`src/rtl/taxi_debounce_event_chan.sv`:
```
// One channel of the event debouncer.
//
// Synchronises a raw asynchronous input with two flops, shifts the
// synchronised value into an N-deep history on every sample tick, and flips
// the debounced level once all N samples agree with the opposite value.
// A saturating counter measures how many ticks the level has been high and
// raises a long-press indication once it reaches HOLD_TICKS.
//
// Ports:
//   clk      core clock
//   rst      synchronous reset, active-high
//   tick     shared sample strobe from the prescaler
//   in       raw asynchronous input
//   out      debounced level
//   rise     one-cycle pulse on out 0->1
//   fall     one-cycle pulse on out 1->0
//   hold     high while out has been high for >= HOLD_TICKS ticks
//   hold_evt one-cycle pulse when hold asserts
module taxi_debounce_event_chan #(
  parameter int   N          = 4,
  parameter int   HOLD_TICKS = 1000,
  parameter logic INIT       = 1'b0
) (
  input  logic clk,
  input  logic rst,
  input  logic tick,
  input  logic in,
  output logic out,
  output logic rise,
  output logic fall,
  output logic hold,
  output logic hold_evt
);

  localparam int CW = $clog2(HOLD_TICKS + 1);

  logic          sync_p0;
  logic          sync_p1;
  logic [N-1:0]  hist;
  logic [N-1:0]  hist_shift;
  logic [N-1:0]  hist_next;
  logic [CW-1:0] cnt;
  logic [CW-1:0] cnt_next;
  logic          out_next;
  logic          rise_next;
  logic          fall_next;
  logic          hold_next;
  logic          hold_evt_next;

  // Newest sample enters at bit 0; a single-sample window is just in_sync.
  if (N == 1) begin : g_hist1
    assign hist_shift = sync_p1;
  end else begin : g_histn
    assign hist_shift = {hist[N-2:0], sync_p1};
  end

  always_comb begin
    hist_next     = hist;
    out_next      = out;
    rise_next     = 1'b0;
    fall_next     = 1'b0;
    hold_next     = hold;
    hold_evt_next = 1'b0;
    cnt_next      = cnt;

    if (tick) begin
      hist_next = hist_shift;
      if ((&hist_shift) && !out) begin
        out_next  = 1'b1;
        rise_next = 1'b1;
      end else if (!(|hist_shift) && out) begin
        out_next  = 1'b0;
        fall_next = 1'b1;
      end
    end

    // The rise tick already counts as the first high tick, so key the
    // counter off the level being entered rather than the current one.
    if (fall_next || !out_next) begin
      cnt_next  = '0;
      hold_next = 1'b0;
    end else if (tick && (cnt < CW'(HOLD_TICKS))) begin
      cnt_next = cnt + 1'b1;
      if ((cnt + 1'b1) == CW'(HOLD_TICKS)) begin
        hold_next     = 1'b1;
        hold_evt_next = 1'b1;
      end
    end
  end

  // Stage boundary: synchroniser, history, level, events and hold counter.
  always_ff @(posedge clk) begin
    if (rst) begin
      sync_p0  <= INIT;
      sync_p1  <= INIT;
      hist     <= {N{INIT}};
      out      <= INIT;
      rise     <= 1'b0;
      fall     <= 1'b0;
      hold     <= 1'b0;
      hold_evt <= 1'b0;
      cnt      <= '0;
    end else begin
      sync_p0  <= in;
      sync_p1  <= sync_p0;
      hist     <= hist_next;
      out      <= out_next;
      rise     <= rise_next;
      fall     <= fall_next;
      hold     <= hold_next;
      hold_evt <= hold_evt_next;
      cnt      <= cnt_next;
    end
  end

endmodule

```
`src/rtl/taxi_debounce_event.sv`:
```
// Multi-channel, rate-configurable debouncer with rise/fall event pulses
// and long-press detection.
//
// A single prescaler produces the sample strobe shared by all channels;
// each channel is an independent taxi_debounce_event_chan.
//
// Ports:
//   clk      core clock
//   rst      synchronous reset, active-high
//   in       raw asynchronous inputs (WIDTH)
//   out      debounced levels (WIDTH)
//   rise     one-cycle pulses on out 0->1 (WIDTH)
//   fall     one-cycle pulses on out 1->0 (WIDTH)
//   hold     long-press levels (WIDTH)
//   hold_evt one-cycle pulses when hold asserts (WIDTH)
//   tick     sample strobe
module taxi_debounce_event #(
  parameter int               WIDTH      = 2,
  parameter int               N          = 4,
  parameter int               RATE       = 125000,
  parameter int               HOLD_TICKS = 1000,
  parameter logic [WIDTH-1:0] INIT       = '0
) (
  input  logic             clk,
  input  logic             rst,
  input  logic [WIDTH-1:0] in,
  output logic [WIDTH-1:0] out,
  output logic [WIDTH-1:0] rise,
  output logic [WIDTH-1:0] fall,
  output logic [WIDTH-1:0] hold,
  output logic [WIDTH-1:0] hold_evt,
  output logic             tick
);

  // RATE=1 would give a zero-width counter; keep one bit that stays at 0.
  localparam int PW = (RATE > 1) ? $clog2(RATE) : 1;

  logic [PW-1:0] pcnt;
  logic          wrap;

  assign wrap = (pcnt == PW'(RATE - 1));
  // Gated so the strobe reads 0 while reset is held, even with RATE=1.
  assign tick = wrap && !rst;

  // Stage boundary: prescaler.
  always_ff @(posedge clk) begin
    if (rst) begin
      pcnt <= '0;
    end else if (wrap) begin
      pcnt <= '0;
    end else begin
      pcnt <= pcnt + 1'b1;
    end
  end

  for (genvar i = 0; i < WIDTH; i++) begin : g_chan
    taxi_debounce_event_chan #(
      .N          (N),
      .HOLD_TICKS (HOLD_TICKS),
      .INIT       (INIT[i])
    ) u_chan (
      .clk      (clk),
      .rst      (rst),
      .tick     (tick),
      .in       (in[i]),
      .out      (out[i]),
      .rise     (rise[i]),
      .fall     (fall[i]),
      .hold     (hold[i]),
      .hold_evt (hold_evt[i])
    );
  end

endmodule

```
`config.mk`:
```
export PLATFORM = sky130hd
export DESIGN_NAME = taxi_debounce_event
export DESIGN_NICKNAME = d
export VERILOG_FILES = /design/src/rtl/taxi_debounce_event_chan.sv /design/src/rtl/taxi_debounce_event.sv
export SDC_FILE = /design/constraint.sdc
export NUM_CORES = 1
export LEC_CHECK = 0
export CORE_MARGIN = 1
export CORE_UTILIZATION = 55
export CTS_CLUSTER_DIAMETER = 120
export DETAILED_ROUTE_END_ITERATION = 16
export PLACE_DENSITY = 0.82
export SLEW_MARGIN = 20
export SYNTH_ARGS = -nofsm -noshare
export SYNTH_HDL_FRONTEND = slang
export SYNTH_HIERARCHICAL = 1
export SYNTH_SLANG_ARGS = --single-unit
export TNS_END_PERCENT = 50
```
`constraint.sdc`:
```
create_clock -name clk -period 2.8 [get_ports clk]
set_input_delay 0.56 -clock clk [delete_from_list [all_inputs] [get_ports clk]]
set_output_delay 0.56 -clock clk [all_outputs]
set_load 0.02 [all_outputs]
```
After elaboration in Yosys (flattened, before gate mapping)
Index checks and enable logic that the tools add are counted.
- bitwise operators: 3
- reduce and logical (&&, ||, !) cells: 28
- order comparisons: 2
- equal/unequal tests: 3
- $add $sub $neg: 3
- muxes and demuxes: 16
- operators by type and width (kind ; count):
    adder 10 x 1 -> 10 bit (second input constant) ; 2
    equality test 10 bit (second input constant) ; 2
    < comparator 10 bit (second input constant) ; 2
    adder 17 x 1 -> 17 bit (second input constant) ; 1
    equality test 17 bit (second input constant) ; 1
    two-way mux 1 bit ; 16
    AND reduction 4 bit ; 2
    OR reduction 2 bit ; 4
    OR reduction 4 bit ; 2
    logical AND 1 bit ; 7
    logical NOT 1 bit ; 7
    OR reduction 3 bit ; 2
    AND reduction 2 bit ; 2
    inverter 1 bit ; 3
    logical OR 1 bit ; 2
- input port bits: 4
- register bits after elaboration: 57
- logic and storage cells: 74

Depth between registers and ports, before layout
Gate-level depths: netlist of the first run.
- depth in word-level cells: 9
- mapped depth: 10
- gate-level depth less buffers: 9

By module
Netlist of the first run, hierarchy kept.
- modules (own cells, without submodules) (module ; area each (um2) ; times used ; seq. area each (um2) ; cells each):
    taxi_debounce_event_chan ; 1008.5 ; 2 ; 400.4 ; 107
    taxi_debounce_event ; 825.8 ; 1 ; 340.3 ; 94

Worst setup path before layout of the first run
OpenSTA, ideal clock, no wires.
- kind: reg-to-reg
- from: reg pcnt[13]
- to: reg g_chan[0].u_chan.hold
- path buffers: 0
- clock period less this slack: 2433 ps
- arrival time: 2337 ps
- stages on the path, launching flop included: 9
- slack: 367 ps
- data required time: 2704 ps
- library setup time: 96 ps
- path through: dfxtp_1 > nand3_1 > nor4b_1 > nand3_1 > nor2_1 > nand2_1 > nor4_2 > nor2_1 > o41ai_2
- cells in the longest elaborated chain, start to end: 6
- ends and longest elaborated chain (element ; RTL line ; text):
    start: declaration ; taxi_debounce_event.sv:38 ; logic [PW-1:0] pcnt;
    start signal: assignment ; taxi_debounce_event.sv:52 ; pcnt <= pcnt + 1'b1;
    equality test 17 bit (*) ; taxi_debounce_event.sv:41 ; assign wrap = (pcnt == PW'(RATE - 1));
    logical AND 1 bit (*) ; taxi_debounce_event.sv:43 ; assign tick = wrap && !rst;
    via tick ; taxi_debounce_event.sv:32 ; output logic tick
    two-way mux 1 bit ; taxi_debounce_event_chan.sv:66 ; if (tick) begin
    logical NOT 1 bit ; taxi_debounce_event_chan.sv:79 ; if (fall_next || !out_next) begin
    logical OR 1 bit ; taxi_debounce_event_chan.sv:79 ;
    OR reduction 2 bit (no source line) ; - ;
    end signal: assignment ; taxi_debounce_event_chan.sv:110 ; hold <= hold_next;
    end: declaration ; taxi_debounce_event_chan.sv:31 ; output logic hold,
The timed path passes the listed nets; every way through them passes the cells marked *.
A chain may end at the register's enable or synchronous reset.

Final worst setup path of the first run
- from: reg pcnt[13]
- to: out tick
- cells in the longest elaborated chain, start to end: 2
- ends and longest elaborated chain (element ; RTL line):
    equality test 17 bit ; taxi_debounce_event.sv:41
    logical AND 1 bit ; taxi_debounce_event.sv:43
    end: declaration ; taxi_debounce_event.sv:32
No other way between the ends.

==> results of run 1 <==
## path summary, 6_finish.rpt
| check | from | cells after the start | end |
|---|---|---|---|
| worst max-delay path | pcnt[13] | 5 | tick |
| worst min-delay path | g_chan[0].u_chan/sync_p0 | 1 | g_chan[0].u_chan/sync_p1 |
| worst max register to register | pcnt[13] | 9 | g_chan[0].u_chan/hold |
| worst min register to register | g_chan[0].u_chan/sync_p0 | 1 | g_chan[0].u_chan/sync_p1 |
## timing repair
item                       in CTS  in global routing
pin swaps                       1                  0
gates resized for setup         3                  1
setup endpoints to repair       1                  1
## registers in the layout, indices dropped and copies added, names as in the netlist
| name | count |
|---|---|
| g_chan.u_chan/cnt | 20 |
| g_chan.u_chan/fall | 2 |
| g_chan.u_chan/hist | 6 |
| g_chan.u_chan/hold | 2 |
| g_chan.u_chan/hold_evt | 2 |
| g_chan.u_chan/out | 2 |
| g_chan.u_chan/rise | 2 |
| g_chan.u_chan/sync_p0 | 2 |
| g_chan.u_chan/sync_p1 | 2 |
| pcnt | 17 |
## cells in the final DEF (no fill, tap or decap), types with 6 or more instances in the layout
master and instances:
xor2_1 14, nor4_1 11, nand2_1 13, inv_1 10, clkbuf_8 10, nand4_1 11
a21oi_1 14, xnor2_1 12, mux2i_1 6, clkdlybuf4s50_1 13, ha_1 6, nand3_1 13
nor2_1 43, dfxtp_1 57
## Yosys cell counts (3+ instances only)
cell and number:
nand3_1 13, a21oi_1 14, o211ai_1 4, o2111ai_1 4, and2_1 3, o21ai_0 4
mux2i_1 6, or3_1 4, and3_1 4, nor2b_1 4, or2_4 3, nand2_1 13
nand2b_1 5, o21ai_2 4, xor2_1 14, a21oi_2 3, nand4_1 11, o31ai_1 3
or4_4 3, ha_1 6, inv_1 10, nor4_1 12, buf_6 11, xnor2_1 12
nor2_1 44, dfxtp_1 57
## kinds of logic (layout without fill, tap and decap cells)
group	after synthesis	count (layout)	share of synthesized area, %
flip-flops	57	57	40.14
adder cells (fa/ha/maj)	6	6	2.641
AO/OA/AOI/OAI	49	49	12.50
multiplexers	6	6	2.113
buffers and inverters	25	45	6.426
AND/OR/NAND/NOR	139	139	28.17
XOR/XNOR	26	26	8.011
## stage by stage
stage | util [%] | hold WS, ns | std cells | power [mW]
after floorplan | - | 0.4138 | 308 | 0.8552
after global placement | 61.08 | 0.4170 | 379 | 0.8637
after detailed placement | 61.08 | 0.4247 | 379 | 0.8646
after CTS | 65.52 | 0.4353 | 395 | 1.643
after global routing | 65.65 | 0.4675 | 395 | 1.679
final | 65.65 | 0.4335 | 395 | 1.623
## final cells by class
class	count	area (sq um)
flip-flops and latches	57	1141
inverters	10	37.54
repair buffers	19	176.4
clock buffers	10	137.6
clock inverters	6	67.56
well taps	67	83.83
multi-input cells	226	1539
fillers	388	1665
## worst max-delay path, stage by stage, from the launching register on
cell           delay [ns]
dfxtp_1              0.38
nand3_1              0.15
nor4b_2              0.34
nand3_1              0.22
nor2_4               0.22
dlygate4sd2_1        0.36
## power groups by stage
| stage | Combinational (mW) | Clock, mW | Sequential, mW |
|---|---|---|---|
| 3_5_place_dp | 0.0231 | 0 | 0.841 |
| 6_report | 0.0236 | 0.776 | 0.823 |
| 4_1_cts | 0.0236 | 0.796 | 0.823 |
| 2_1_floorplan | 0.0167 | 0 | 0.838 |
| 3_3_place_gp | 0.0229 | 0 | 0.841 |
| 5_1_grt | 0.0273 | 0.828 | 0.824 |
## routing by layer
layer	global-route usage, %	vias up	share of wire (%)
li1	-	1134	-
met1	25.06	1049	46
met2	37.82	34	49
met3	6.859	6	3.5
met4	9.829	0	1.3
met5	0	-	0
==> impl_metrics.env, run 1 <==
export IMPL_status="finished, final reports clean"
export IMPL_drt_iter0_drc=84
export IMPL_syn_to_final_growth_pct=11.97
export IMPL_wl_per_cell_um=13.19
export IMPL_dr_pass1_iters=4
export IMPL_max_slew_margin_rel_pct=73.77
export IMPL_min_path_type="register to register"
export IMPL_ant_nets=0
export IMPL_overflow=0
export IMPL_netSwitchingFraction_pct=22.14
export IMPL_cp_start_kind="register"
export IMPL_synth_warnings=6
export IMPL_netlist_top_cells_area="dfxtp_1 40%, nor2_1 5.8%, buf_6 4.4%"
export IMPL_post_cts_buffers=0
export IMPL_htreeDepth=3
export IMPL_ctsHoldBuffers=0
export IMPL_worst_slew_pin_slew_ns=0.3881
export IMPL_core_area_sq_um=4848
export IMPL_finalMaxSlewViolations=0
export IMPL_synthesis_nets=318
export IMPL_antenna_cells=0
export IMPL_wirelength_um=5212
export IMPL_hold_viol=0
export IMPL_antenna_found_initial=0
export IMPL_num_vias=2223
export IMPL_vias_per_cell=5.628
export IMPL_grtUsageTotal_pct=22.06
export IMPL_place_area_sq_um=2962
export IMPL_clockPowerShare_pct=47.8
export IMPL_pwr_share_seq_pct=50.7
export IMPL_netlist_instances=308
export IMPL_die_w_um=73.89
export IMPL_async_flop_share_pct=0
export IMPL_io_buffers=14
export IMPL_cts_buffers=9
export IMPL_layout_drive_gt1_share_pct=15.24
export IMPL_irDropWorstVdd_uv=375.8
export IMPL_crit_path_end_kind="output pin"
export IMPL_period_needed_ns=2.559
export IMPL_gp_congestion=0.7940
export IMPL_total_leakage_power_nw=1.057
export IMPL_power_switching_mw=0.3591
export IMPL_p_int_mw=1.263
export IMPL_rsz0062_at_grt="false"
export IMPL_rows=25
export IMPL_cts_reportedPaths_clkPinSlew_ns=0.07
export IMPL_pwr_share_comb_pct=1.5
export IMPL_io_pins=15
export IMPL_yosys_register_bits=57
export IMPL_drc=0
export IMPL_worstPathRequired_ns=2.24
export IMPL_syn_area_per_cell_sq_um=9.230
export IMPL_nets=333
export IMPL_synth_edff_count=0
export IMPL_yosys_area_top_type="dfxtp_1"
export IMPL_dp_hpwl_um=3604
export IMPL_grt_max_degree=18
export IMPL_min_period_over_period_pct=91.41
export IMPL_final_area_sq_um=3183
export IMPL_cts_sinks=57
export IMPL_die_h_um=73.89
export IMPL_syn_area_sq_um=2843
export IMPL_first_global_vias=2138
export IMPL_setup_ws_ns=0.2405
export IMPL_critPathKind="register to output pin"
export IMPL_path_max_fanout=7
export IMPL_cap_viol_max_count=0
export IMPL_r2r_setup_slack_ns=0.38
export IMPL_place_ws_ns=0.1689
export IMPL_finalSetupViolCount=0
export IMPL_cts_tree="yes"
export IMPL_start_util_pct=58.63
export IMPL_finalSetupTns_ns=0
export IMPL_ctsRootBufferMaster="clkbuf_8"
export IMPL_max_freq_mhz=390.7
export IMPL_die_area_sq_um=5460
export IMPL_p_per_area_nw_per_um2=509.7
export IMPL_cts_buffer_depth=2
export IMPL_cp_arrival_ns=2.00
export IMPL_synth_seq_area_share_pct=40.14
export IMPL_synth_distinct_cells=48
export IMPL_synth_top_cell_area_share_pct=40.14
export IMPL_grt_pass1_wl_um=9101
export IMPL_skew_ns=0.01269
export IMPL_synth_main_ff_cell="dfxtp_1"
export IMPL_worst_skew_pair_late_latency_ns=0.34
Note: power is estimated with default switching activity, not from simulation.
==> inputs of run 2 (changes only) <==
CORE_MARGIN = 3   (was 1)
CORE_UTILIZATION = 59   (was 55)
PLACE_DENSITY = 0.87   (was 0.82)
==> run 2 against run 1 <==
  * Hold slack gained 0.0085 ns
  * Worst setup slack worse by 0.011 ns
  * Cell count is 3.5% lower
  * Design area is 1.0% lower
  * Clock power decreased by 3.6%
  * Core utilization grew 4.3 points
  * Highest routed layer unchanged
  * Sequential share of layout area rose by 0.37 points
  * Routed wire length rose by 4.5%
==> impl_metrics.env, run 2 (synthesis gave the netlist of run 1 again) <==
export IMPL_overflow=0
export IMPL_critPathKind="register to output pin"
export IMPL_ctsHoldBuffers=0
export IMPL_finalSetupViolCount=0
export IMPL_min_period_over_period_pct=91.81
export IMPL_grt_max_degree=18
export IMPL_rows=24
export IMPL_r2r_start="pcnt[13]"
export IMPL_cp_start_kind="register"
export IMPL_status="finished, final reports clean"
export IMPL_htreeDepth=3
export IMPL_cp_arrival_ns=2.01
export IMPL_core_area_sq_um=4504
export IMPL_die_w_um=75.42
export IMPL_r2r_setup_slack_ns=0.24
export IMPL_cts_reportedPaths_clkPinSlew_ns=0.07
export IMPL_ant_nets=0
export IMPL_crit_start="pcnt[13]"
export IMPL_die_h_um=75.42
export IMPL_total_leakage_power_nw=1.065
export IMPL_reg_top3="g_chan.u_chan/cnt: 20 flops, pcnt: 17 flops, g_chan.u_chan/hist: 6 flops"
export IMPL_num_vias=2232
export IMPL_path_max_fanout=5
export IMPL_timing_rr_end="g_chan[0].u_chan/hold"
export IMPL_layout_drive_gt1_share_pct=15.20
export IMPL_reg2reg_depth=9
export IMPL_wirelength_um=5444
export IMPL_fillers=354
export IMPL_cts_tree="yes"
export IMPL_nets=334
export IMPL_crit_path_frequent_cell="nand3_1"
export IMPL_gp_congestion=0.8893
export IMPL_p_per_area_nw_per_um2=506.3
export IMPL_vias_per_cell=5.858
export IMPL_p_int_mw=1.256
export IMPL_slowest_delay_ns=0.41
export IMPL_antenna_cells=0
export IMPL_cts_sinks=57
export IMPL_slowest_stage="nor4b_1"
export IMPL_dp_hpwl_um=3763
export IMPL_cts_buffer_depth=2
export IMPL_layout_common_cells="57 x dfxtp_1, 43 x nor2_1, 14 x xor2_1, 14 x a21oi_1"
export IMPL_syn_to_final_growth_pct=10.83
export IMPL_cap_viol_max_count=0
export IMPL_worst_slew_pin_slew_ns=0.5114
export IMPL_drt_iter0_drc=94
export IMPL_io_buffers=14
export IMPL_finalSetupTns_ns=0
export IMPL_final_common_cell="dfxtp_1"
export IMPL_crit_path_end_kind="output pin"
export IMPL_antenna_found_initial=0
export IMPL_max_freq_mhz=389.0
export IMPL_rsz0062_at_grt="false"
export IMPL_period_needed_ns=2.571
export IMPL_io_pins=15
export IMPL_grt_pass1_wl_um=9597
export IMPL_grtUsageTotal_pct=21.98
export IMPL_min_path_type="register to register"
export IMPL_wl_per_cell_um=14.29
export IMPL_cp_endpoint="tick"
export IMPL_worstPathCellList="nand3_1, nor4b_1, nand3_1, nor2_2, dlygate4sd2_1"
export IMPL_die_area_sq_um=5687
export IMPL_fin_util_pct=69.94
export IMPL_power_switching_mw=0.3392
export IMPL_largest_register_ffs=20
export IMPL_dr_pass1_iters=4
export IMPL_cts_buffers=9
export IMPL_worstPathRequired_ns=2.24
export IMPL_worst_skew_pair_late_latency_ns=0.34
export IMPL_max_slew_margin_rel_pct=65.78
export IMPL_finalMaxSlewViolations=0
export IMPL_netSwitchingFraction_pct=21.26
export IMPL_skew_ns=0.005556
export IMPL_first_global_vias=2189
export IMPL_pwr_share_seq_pct=51.6
export IMPL_irDropWorstVdd_uv=333.9
export IMPL_start_util_pct=63.11
export IMPL_pwr_share_comb_pct=1.5
export IMPL_top_register="g_chan.u_chan/cnt"
export IMPL_clockPowerShare_pct=46.9
export IMPL_ctsRootBufferMaster="clkbuf_8"
export IMPL_hold_viol=0
export IMPL_drc=0
[run 2: per-layer routing]
layer / routed length (um) / GRT usage (%) / vias up
li1: - / - / 1136
met1: 2414 / 24.63 / 1044
met2: 2710 / 37.78 / 42
met3: 228 / 6.992 / 10
met4: 90 / 10.29 / 0
met5: 0 / 0 / -
[run 2: area by class of cell]
class | count | area (sq um) | share of cell area (%)
clock inverter | 6 | 57.56 | 1.827
inverter | 10 | 37.54 | 1.191
sequential | 57 | 1141 | 36.22
clock buffer | 10 | 137.6 | 4.369
timing repair buffer | 20 | 183.9 | 5.838
multi-input combinational | 226 | 1528 | 48.49
tap | 52 | 65.06 | 2.065
[run 2: how the worst min path moves through the flow]
stage | startpoint | depth (start not counted) | slack [ns] | to
global placement | g_chan[0].u_chan/sync_p0 | 1 | 0.42 | g_chan[0].u_chan/sync_p1
detailed placement | g_chan[1].u_chan/sync_p0 | 1 | 0.42 | g_chan[1].u_chan/sync_p1
CTS | g_chan[1].u_chan/sync_p0 | 1 | 0.45 | g_chan[1].u_chan/sync_p1
global route | g_chan[1].u_chan/sync_p0 | 1 | 0.47 | g_chan[1].u_chan/sync_p1
finish | g_chan[1].u_chan/sync_p0 | 1 | 0.44 | g_chan[1].u_chan/sync_p1
floorplan | g_chan[0].u_chan/sync_p0 | 1 | 0.41 | g_chan[0].u_chan/sync_p1
[run 2: through the flow]
step	instances	setup slack, ns	power [mW]	cell area (sq um)	hold slack (ns)
3_3_place_gp	365	0.3590	0.8633	2950	0.4192
5_1_grt	381	0.01498	1.659	3151	0.4676
3_5_place_dp	365	0.2395	0.8648	2950	0.4245
4_1_cts	381	0.1953	1.621	3144	0.4507
2_1_floorplan	308	0.3674	0.8552	2843	0.4138
6_report	381	0.2294	1.595	3151	0.4420
[run 2: power by group through the flow]
| stage | sequential, mW | combinational, mW | clock (mW) |
|---|---|---|---|
| 2_1_floorplan | 0.838 | 0.0167 | 0 |
| 3_3_place_gp | 0.841 | 0.0227 | 0 |
| 3_5_place_dp | 0.841 | 0.0236 | 0 |
| 4_1_cts | 0.823 | 0.0239 | 0.774 |
| 5_1_grt | 0.824 | 0.0266 | 0.808 |
| 6_report | 0.823 | 0.0236 | 0.748 |
[run 2: worst max-delay path, delay by kind of cell, from the launching register on]
family	cells	cell delay [ns]
flops	1	0.39
buf+inv	1	0.37
simple gates	4	0.91
[run 2: what timing repair did]
| item | in CTS | in global routing |
|---|---|---|
| gates resized for setup | 1 | 1 |
| buffers inserted | 0 | 0 |
| pin swaps | 0 | 0 |
| setup endpoints to repair | 1 | 1 |
==> inputs of run 3 (changes only) <==
CORE_UTILIZATION = 25   (was 59)
PLACE_DENSITY = 0.48   (was 0.87)
SLEW_MARGIN = 30   (was 20)
==> run 3 against run 2 <==
  * Routed wire length up 6.7%
  * Clock power grew 58%
  * Cell count rose by 25%
  * Global-route usage is 13 points lower
  * Worst setup slack improved by 0.16 ns
  * Sequential power about the same
  * Fmax rose by 6.7%
  * Clock skew grew 0.0046 ns
  * Via count down 1.3%
==> impl_metrics.env, run 3 (synthesis gave the netlist of run 1 again) <==
export IMPL_status="finished, final reports clean"
export IMPL_syn_to_final_growth_pct=21.26
export IMPL_num_vias=2202
export IMPL_antenna_found_initial=0
export IMPL_worstPathCellList="ha_1, nand2_1, nor4_2, nand3_1, nor2_4, nor3b_1, a21oi_1, nor2_1, buf_4, nor2_1"
export IMPL_setup_ws_ns=0.3900
export IMPL_fin_util_pct=31.39
export IMPL_dp_cells=459
export IMPL_pwr_share_comb_pct=1.3
export IMPL_drt_iter0_drc=145
export IMPL_worst_slew_pin_slew_ns=0.4285
export IMPL_die_w_um=112.6
export IMPL_min_path_type="register to register"
export IMPL_cap_viol_max_count=0
export IMPL_place_ws_ns=0.2113
export IMPL_vias_per_cell=4.636
export IMPL_total_leakage_power_nw=1.168
export IMPL_path_buf_inv=1
export IMPL_cts_sinks=57
export IMPL_reg_top3="g_chan.u_chan/cnt: 20 flops, pcnt: 17 flops, g_chan.u_chan/hist: 6 flops"
export IMPL_rsz0062_at_grt="false"
export IMPL_die_h_um=112.6
export IMPL_skew_ns=0.01016
export IMPL_max_freq_mhz=414.9
export IMPL_min_period_over_period_pct=86.07
export IMPL_cp_start_kind="register"
export IMPL_grt_max_degree=18
export IMPL_dr_pass1_iters=4
export IMPL_busiest_layer="met2"
export IMPL_finalSetupViolCount=0
export IMPL_io_buffers=14
export IMPL_top_register="g_chan.u_chan/cnt"
export IMPL_path_max_fanout=7
export IMPL_fillers=1136
export IMPL_dp_hpwl_um=3997
export IMPL_die_area_sq_um=12690
export IMPL_wirelength_um=5811
export IMPL_critPathTopFamily="simple AND/OR/NAND/NOR gates"
export IMPL_layout_common_cells="57 x dfxtp_1, 43 x nor2_1, 14 x xor2_1, 14 x a21oi_1"
export IMPL_largest_register_ffs=20
export IMPL_start_util_pct=25.88
export IMPL_grt_pass1_wl_um=9811
export IMPL_grt_met2_usage_pct=14.22
export IMPL_hold_viol=0
export IMPL_rows=38
export IMPL_slowest_stage="dfxtp_1"
export IMPL_final_common_cell="dfxtp_1"
export IMPL_netSwitchingFraction_pct=19.79
export IMPL_crit_path_frequent_cell="nor2_1"
export IMPL_layoutNonFillerInstCount=475
export IMPL_overflow=0
export IMPL_ctsRootBufferMaster="clkbuf_16"
export IMPL_critPathKind="register to register"
export IMPL_period_needed_ns=2.410
export IMPL_slowest_delay_ns=0.39
export IMPL_first_global_vias=2020
export IMPL_place_area_sq_um=3105
export IMPL_max_slew_margin_rel_pct=71.03
export IMPL_final_area_sq_um=3447
export IMPL_cts_buffer_depth=2
export IMPL_finalMaxSlewViolations=0
export IMPL_layout_drive_gt1_share_pct=16.72
export IMPL_finalSetupTns_ns=0
export IMPL_core_area_sq_um=10980
export IMPL_cts_reportedPaths_clkPinSlew_ns=0.05
export IMPL_worst_hold_slack_ns=0.4307
export IMPL_grtUsageTotal_pct=9.397
export IMPL_antenna_cells=0
export IMPL_htreeDepth=3
export IMPL_worst_skew_pair_late_latency_ns=0.32
export IMPL_wl_per_cell_um=12.23
export IMPL_p_int_mw=1.631
export IMPL_ctsHoldBuffers=0
export IMPL_clockPowerShare_pct=58.2
export IMPL_gp_congestion=0.7729
export IMPL_cts_tree="yes"
export IMPL_cp_arrival_ns=2.62
export IMPL_nets=340
export IMPL_power_switching_mw=0.4026
export IMPL_pwr_share_seq_pct=40.5
export IMPL_met1_usage_pct=12.58
export IMPL_crit_path_end_kind="register"
export IMPL_io_pins=15
export IMPL_worstPathRequired_ns=3.01
export IMPL_p_per_area_nw_per_um2=590.1
export IMPL_ant_nets=0
export IMPL_drc=0
export IMPL_met3_usage_pct=2.426
export IMPL_cts_buffers=9
export IMPL_totalPowerFinal_mw=2.034
export IMPL_irDropWorstVdd_uv=294.1
[run 3: layout make-up]
cell class	instances	area (sq um)	area share, %
multi-input cells	226	1539	44.65
flip-flops and latches	57	1141	33.10
clock buffers	11	242.7	7.042
repair buffers	26	232.7	6.751
well taps	140	175.2	5.082
clock inverters	5	78.83	2.287
inverters	10	37.54	1.089
[run 3: timing repair]
| item | 4_1_cts | 5_1_grt |
|---|---|---|
| resized for setup | 3 | 1 |
| setup buffers | 0 | 0 |
| endpoints found under the hold margin | 0 | 0 |
| setup endpoints to repair | 1 | 1 |
[run 3: layer usage]
layer | part of all wire, % | vias to the layer above
met4 | 1.9 | 0
met2 | 45 | 26
met3 | 2.6 | 10
met1 | 51 | 1016
li1 | - | 1150
met5 | 0 | -
[run 3: power groups by stage]
stage | Clock, mW | Sequential (mW) | Combinational (mW)
final | 1.18 | 0.823 | 0.0266
after CTS | 1.22 | 0.822 | 0.0271
after floorplan | 0 | 0.838 | 0.0167
after global placement | 0 | 0.840 | 0.0266
after global routing | 1.26 | 0.823 | 0.0294
after detailed placement | 0 | 0.840 | 0.0268
[run 3: final timing paths]
check | startpoint | endpoint | slack, ns | cells after the start
min reg2reg | g_chan[1].u_chan/sync_p0 | g_chan[1].u_chan/sync_p1 | 0.43 | 1
max | pcnt[0] | g_chan[0].u_chan/cnt[1] | 0.39 | 10
max reg2reg | pcnt[0] | g_chan[0].u_chan/cnt[1] | 0.39 | 10
min | g_chan[1].u_chan/sync_p0 | g_chan[1].u_chan/sync_p1 | 0.43 | 1
[run 3: worst register-to-register path, stage by stage (launching register included)]
cell	delay (ns)
dfxtp_1	0.39
ha_1	0.19
nand2_1	0.09
nor4_2	0.19
nand3_1	0.18
nor2_4	0.19
nor3b_1	0.31
a21oi_1	0.14
nor2_1	0.35
buf_4	0.22
nor2_1	0.05
